## config.mk

```make
export PLATFORM = sky130hd
export DESIGN_NAME = player_label_sequencer
export DESIGN_NICKNAME = d
export VERILOG_FILES = /design/src/rtl/player_label_sequencer.sv
export SDC_FILE = /design/constraint.sdc
export NUM_CORES = 1
export LEC_CHECK = 0
export ABC_AREA = 1
export CAP_MARGIN = 25
export CORE_AREA = 5 5 42 44
export CTS_CLUSTER_SIZE = 30
export DETAILED_ROUTE_END_ITERATION = 16
export DIE_AREA = 0 0 47 49
export GPL_TIMING_DRIVEN = 0
export PLACE_DENSITY = 0.54
export SKIP_CTS_REPAIR_TIMING = 1
export SYNTH_ARGS = -nofsm -noshare
export SYNTH_HDL_FRONTEND = slang
export SYNTH_SLANG_ARGS = --single-unit
export TNS_END_PERCENT = 5
```

## constraint.sdc

```tcl
create_clock -name clk -period 1.5 [get_ports clk]
set_input_delay 0.3 -clock clk [delete_from_list [all_inputs] [get_ports clk]]
set_output_delay 0.3 -clock clk [all_outputs]
set_load 0.01 [all_outputs]
```

## src/rtl/player_label_sequencer.sv

```systemverilog
// Two-digit 7-seg player label "P<n>" with round-robin turn index.
// Optional blink-on-win feature is built only when LABEL_BLINK_EN is defined.
module player_label_sequencer #(
    parameter int unsigned NUM_PLAYERS = 2,
    parameter int unsigned BLINK_DIV   = 25000000,
    localparam int unsigned IDX_W      = (NUM_PLAYERS > 2) ? $clog2(NUM_PLAYERS) : 1
) (
    input  logic             clk,
    input  logic             rst_n,
    input  logic             next_btn,
    input  logic             load_en,
    input  logic [IDX_W-1:0] load_idx,
    input  logic             hold,
    input  logic             win,
    output logic [IDX_W-1:0] player_idx,
    output logic             turn_pulse,
    output logic [6:0]       seg_P,
    output logic [6:0]       seg_num
);

    localparam logic [6:0] SEG_LETTER_P = 7'b0001100;
    localparam logic [6:0] SEG_BLANK    = 7'b1111111;
    localparam logic [6:0] SEG_DIGIT_1  = 7'b1111001;

    logic             btn_q;
    logic             rise_c;
    logic             load_ok_c;
    logic [IDX_W-1:0] idx_nxt_c;
    logic             pulse_nxt_c;
    logic             blank_nxt_c;

    // Active-low gfedcba pattern for the 1-based player number
    function automatic logic [6:0] digit_seg(input logic [IDX_W-1:0] idx);
        logic [6:0] seg;
        case (4'(idx))
            4'd0:    seg = 7'b1111001;
            4'd1:    seg = 7'b0100100;
            4'd2:    seg = 7'b0110000;
            4'd3:    seg = 7'b0011001;
            4'd4:    seg = 7'b0010010;
            4'd5:    seg = 7'b0000010;
            4'd6:    seg = 7'b1111000;
            4'd7:    seg = 7'b0000000;
            4'd8:    seg = 7'b0010000;
            default: seg = SEG_BLANK;
        endcase
        return seg;
    endfunction

    assign rise_c    = next_btn & ~btn_q;
    assign load_ok_c = load_en && (32'(load_idx) < NUM_PLAYERS);

    // Next turn index: a load strobe always masks a same-cycle button edge
    always_comb begin
        idx_nxt_c   = player_idx;
        pulse_nxt_c = 1'b0;
        if (load_en) begin
            if (load_ok_c) begin
                idx_nxt_c   = load_idx;
                pulse_nxt_c = (load_idx != player_idx);
            end
        end else if (rise_c && !hold) begin
            idx_nxt_c   = (player_idx == IDX_W'(NUM_PLAYERS - 1)) ? '0 : player_idx + IDX_W'(1);
            pulse_nxt_c = 1'b1;
        end
    end

    // Turn index, change pulse and button history; btn_q tracks the button through reset
    always_ff @(posedge clk) begin
        if (!rst_n) begin
            player_idx <= '0;
            turn_pulse <= 1'b0;
            btn_q      <= next_btn;
        end else begin
            player_idx <= idx_nxt_c;
            turn_pulse <= pulse_nxt_c;
            btn_q      <= next_btn;
        end
    end

`ifdef LABEL_BLINK_EN
    localparam int unsigned CNT_W = $clog2(BLINK_DIV);

    typedef enum logic [1:0] {
        SHOW   = 2'd0,
        BL_ON  = 2'd1,
        BL_OFF = 2'd2
    } blink_state_t;

    blink_state_t     state;
    blink_state_t     state_nxt;
    logic [CNT_W-1:0] cnt;
    logic [CNT_W-1:0] cnt_nxt;

    // Blink state and half-period counter register
    always_ff @(posedge clk) begin
        if (!rst_n) begin
            state <= SHOW;
            cnt   <= '0;
        end else begin
            state <= state_nxt;
            cnt   <= cnt_nxt;
        end
    end

    // Blink sequencing: win starts an ON/OFF cycle of BLINK_DIV cycles per half
    always_comb begin
        state_nxt = state;
        cnt_nxt   = '0;
        case (state)
            SHOW: begin
                if (win) state_nxt = BL_ON;
            end
            BL_ON, BL_OFF: begin
                if (!win) begin
                    state_nxt = SHOW;
                end else if (cnt == CNT_W'(BLINK_DIV - 1)) begin
                    state_nxt = (state == BL_ON) ? BL_OFF : BL_ON;
                end else begin
                    cnt_nxt = cnt + CNT_W'(1);
                end
            end
            default: state_nxt = SHOW;
        endcase
    end

    assign blank_nxt_c = (state_nxt == BL_OFF);
`else
    logic unused_cfg_c;
    assign unused_cfg_c = win | (BLINK_DIV < 2);
    assign blank_nxt_c  = 1'b0;
`endif

    // Display registers; blanking follows the blink state in the same cycle
    always_ff @(posedge clk) begin
        if (!rst_n) begin
            seg_P   <= SEG_LETTER_P;
            seg_num <= SEG_DIGIT_1;
        end else begin
            seg_P   <= blank_nxt_c ? SEG_BLANK : SEG_LETTER_P;
            seg_num <= blank_nxt_c ? SEG_BLANK : digit_seg(player_idx);
        end
    end

endmodule

```

==> impl_metrics.toml <==
[run_status]
status = "completed"

[timing]
timing.fmax_mhz = 709.7
setup_viol = 0
fin_crit_sh_pct = 93.93
rsz0062_at_grt = "no"
final_max_slew_viol_count = 0
fin_crit_ns = 1.409
hold_viol_final = 0
fin_worst_skew_ns = 0.001365

[critical_path]
reg2reg_from = "btn_q$_DFF_P_"
cp_top_family = "buffers and inverters"
crit_path_start = "seg_num[4]$_SDFF_PN1_"
path_cells = "clkdlybuf4s50_1"
worst-path-buf-inv = 1
cp_slowest_cell = "clkdlybuf4s50_1"
cp-start-kind = "flip-flop"
cp-end-kind = "output port"
crit_path_max_fanout = 4
crit_type = "flip-flop to output port"
crit_required_ns = 1.20
arrival_ns = 1.11
slowest_delay_ns = 0.53

[logic_synthesis]
avgSynthCellArea_um2 = 7.372
yosysTopAreaCellShare_pct = 36.70
ys_ff_latch = 5
yosysSeqAreaShare_pct = 36.70
syn_area_um2 = 272.8
ys_types = 10
yosysTopAreaCell = "dfxtp_1"
postSynthCellCount = 37
yosysWarnings = 0
ys_top_cells_by_area = "dfxtp_1 37%, buf_4 33%, inv_1 6.9%, nand2_1 6.9%, a21oi_1 3.7%"

[global_route]
grt_pass1_vias = 235
grtUsageMet2_pct = 7.919
grt_max_degree = 5
met1_usage_pct = 4.615
use_met3_pct = 1.476
busiest_layer = "met4"
grt_use_total_pct = 5.493
antenna_found_initial = 0
grt_pass1_wl_um = 848
grt_overflow_total = 0

[layout]
antennaDiodeCount = 0
fin_cells = 76
final_net_count = 68
drive_gt1_share_pct = 30.00
areaGrowthSynthToFinish_pct = 71.10
register_area_um2 = 101.3
multi_input_area_um2 = 90.09
fillers = 172
post-route-util_pct = 33.30

[detailed_routing]
routedWlPerCell_um = 7.053
routed_wl_um = 536
antenna_left = 0
drt-initial-drc-count = 1
via_per_inst = 3.250
vias = 247
route.detailed.drc = 0
firstDrtPassIters = 4

[worst_hold_path]
hold_start = "player_idx$_SDFFE_PN0P_"
hold_class = "flip-flop to flip-flop"

[clock_network]
numCtsBuffers = 3
clk_path_buf_depth = 2
cts.sinks = 5
clk_pin_slew_worst_paths_ns = 0.04
htreeDepth = 1
tritoncts = "yes"
clk_latency_ns = 0.24
root_buffer = "clkbuf_4"

[placed_design]
placedCellCount = 72
portBuffers = 12
gp_congestion = 0.6097
place_hpwl_um = 447.7

[floorplanning]
die_w_um = 47
initial_utilization_pct = 19.46
rows = 14
coreArea_um2 = 1401
die_h_um = 49
dieArea_um2 = 2303
boundaryPins = 23

[power]
leakage_nw = 0.2605
peakVddDrop_uv = 235.6
power_density_nw_per_um2 = 842.8

[run]
drv_cap = 0
-- cells in the final DEF (no fill, tap or decap) --
cell,synthesis,final
buf_4,12,14
conb_1,2,9
clkdlybuf4s50_1,0,8
inv_1,5,5
nand2_1,5,5
dfxtp_1,5,4
clkbuf_4,0,3
nand3_1,2,2
a21oi_1,2,2
nor2_1,2,2
dlymetal6s2s_1,0,2
o21ai_1,1,1
o21ai_0,1,1
clkbuf_1,0,1
dfxtp_2,0,1
-- final timing paths --
path / to / slack [ns] / depth (start not counted)
min: seg_num[4]$_SDFF_PN1_ / 0.43 / 1
max: seg_num[0] / 0.09 / 1
min reg2reg: seg_num[4]$_SDFF_PN1_ / 0.43 / 1
max reg2reg: player_idx$_SDFFE_PN0P_ / 0.75 / 4
-- layout make-up --
cell class                      instances  share of cell area (%)
Timing Repair Buffer                   12                   25.74
Sequential cell                         5                   21.72
Multi-Input combinational cell         22                   19.30
Buffer                                 12                   19.30
Clock buffer                            4                   5.630
Tap cell                               16                   4.290
Inverter                                5                   4.021
-- state kept, by name (all words and copies together), names as in the netlist --
signal and flops:
btn_q 1, player_idx 1, seg_num 2, turn_pulse 1
-- cell families after synthesis --
kind of cell	after synthesis	synth area share (%)
AOI/OAI and AO/OA	4	7.336
buffers and inverters	17	39.91
DFF	5	36.70
other	2	2.753
and+or+nand+nor	9	13.30
-- per-stage QoR --
stage	hold slack, ns	cell area, um2	setup WS [ns]	power, mW	TNS, ns
2_1_floorplan	0.3277	299.0	0.6702	0.2029	0
3_3_place_gp	0.4273	439.2	0.2149	0.2431	0
3_5_place_dp	0.4328	439.2	0.2062	0.2441	0
4_1_cts	0.4440	465.4	-0.05997	0.4061	-0.1745
5_1_grt	0.4625	466.7	0.03318	0.4251	0
6_report	0.4349	466.7	0.09105	0.3933	0
-- metal layers --
| layer | share of wire, % | vias up |
|---|---|---|
| met5 | 0 | - |
| met4 | 3.7 | 0 |
| met3 | 18 | 2 |
| met2 | 39 | 17 |
| met1 | 39 | 93 |
| li1 | - | 135 |
-- synthesized netlist by cell type --
| master | number |
|---|---|
| nand3_1 | 2 |
| inv_1 | 5 |
| dfxtp_1 | 5 |
| nand2_1 | 5 |
| conb_1 | 2 |
| nor2_1 | 2 |
| o21ai_1 | 1 |
| a21oi_1 | 2 |
| o21ai_0 | 1 |
| buf_4 | 12 |
-- where the power goes --
| part | switching, mW | leakage (nW) | internal [mW] |
|---|---|---|---|
| logic | 0.0381 | 0.204 | 0.0547 |
| clock network | 0.0530 | 0.0150 | 0.100 |
| registers | 0.00454 | 0.0412 | 0.143 |
| total | 0.0957 | 0.260 | 0.298 |
(Power assumes the default switching activity.)
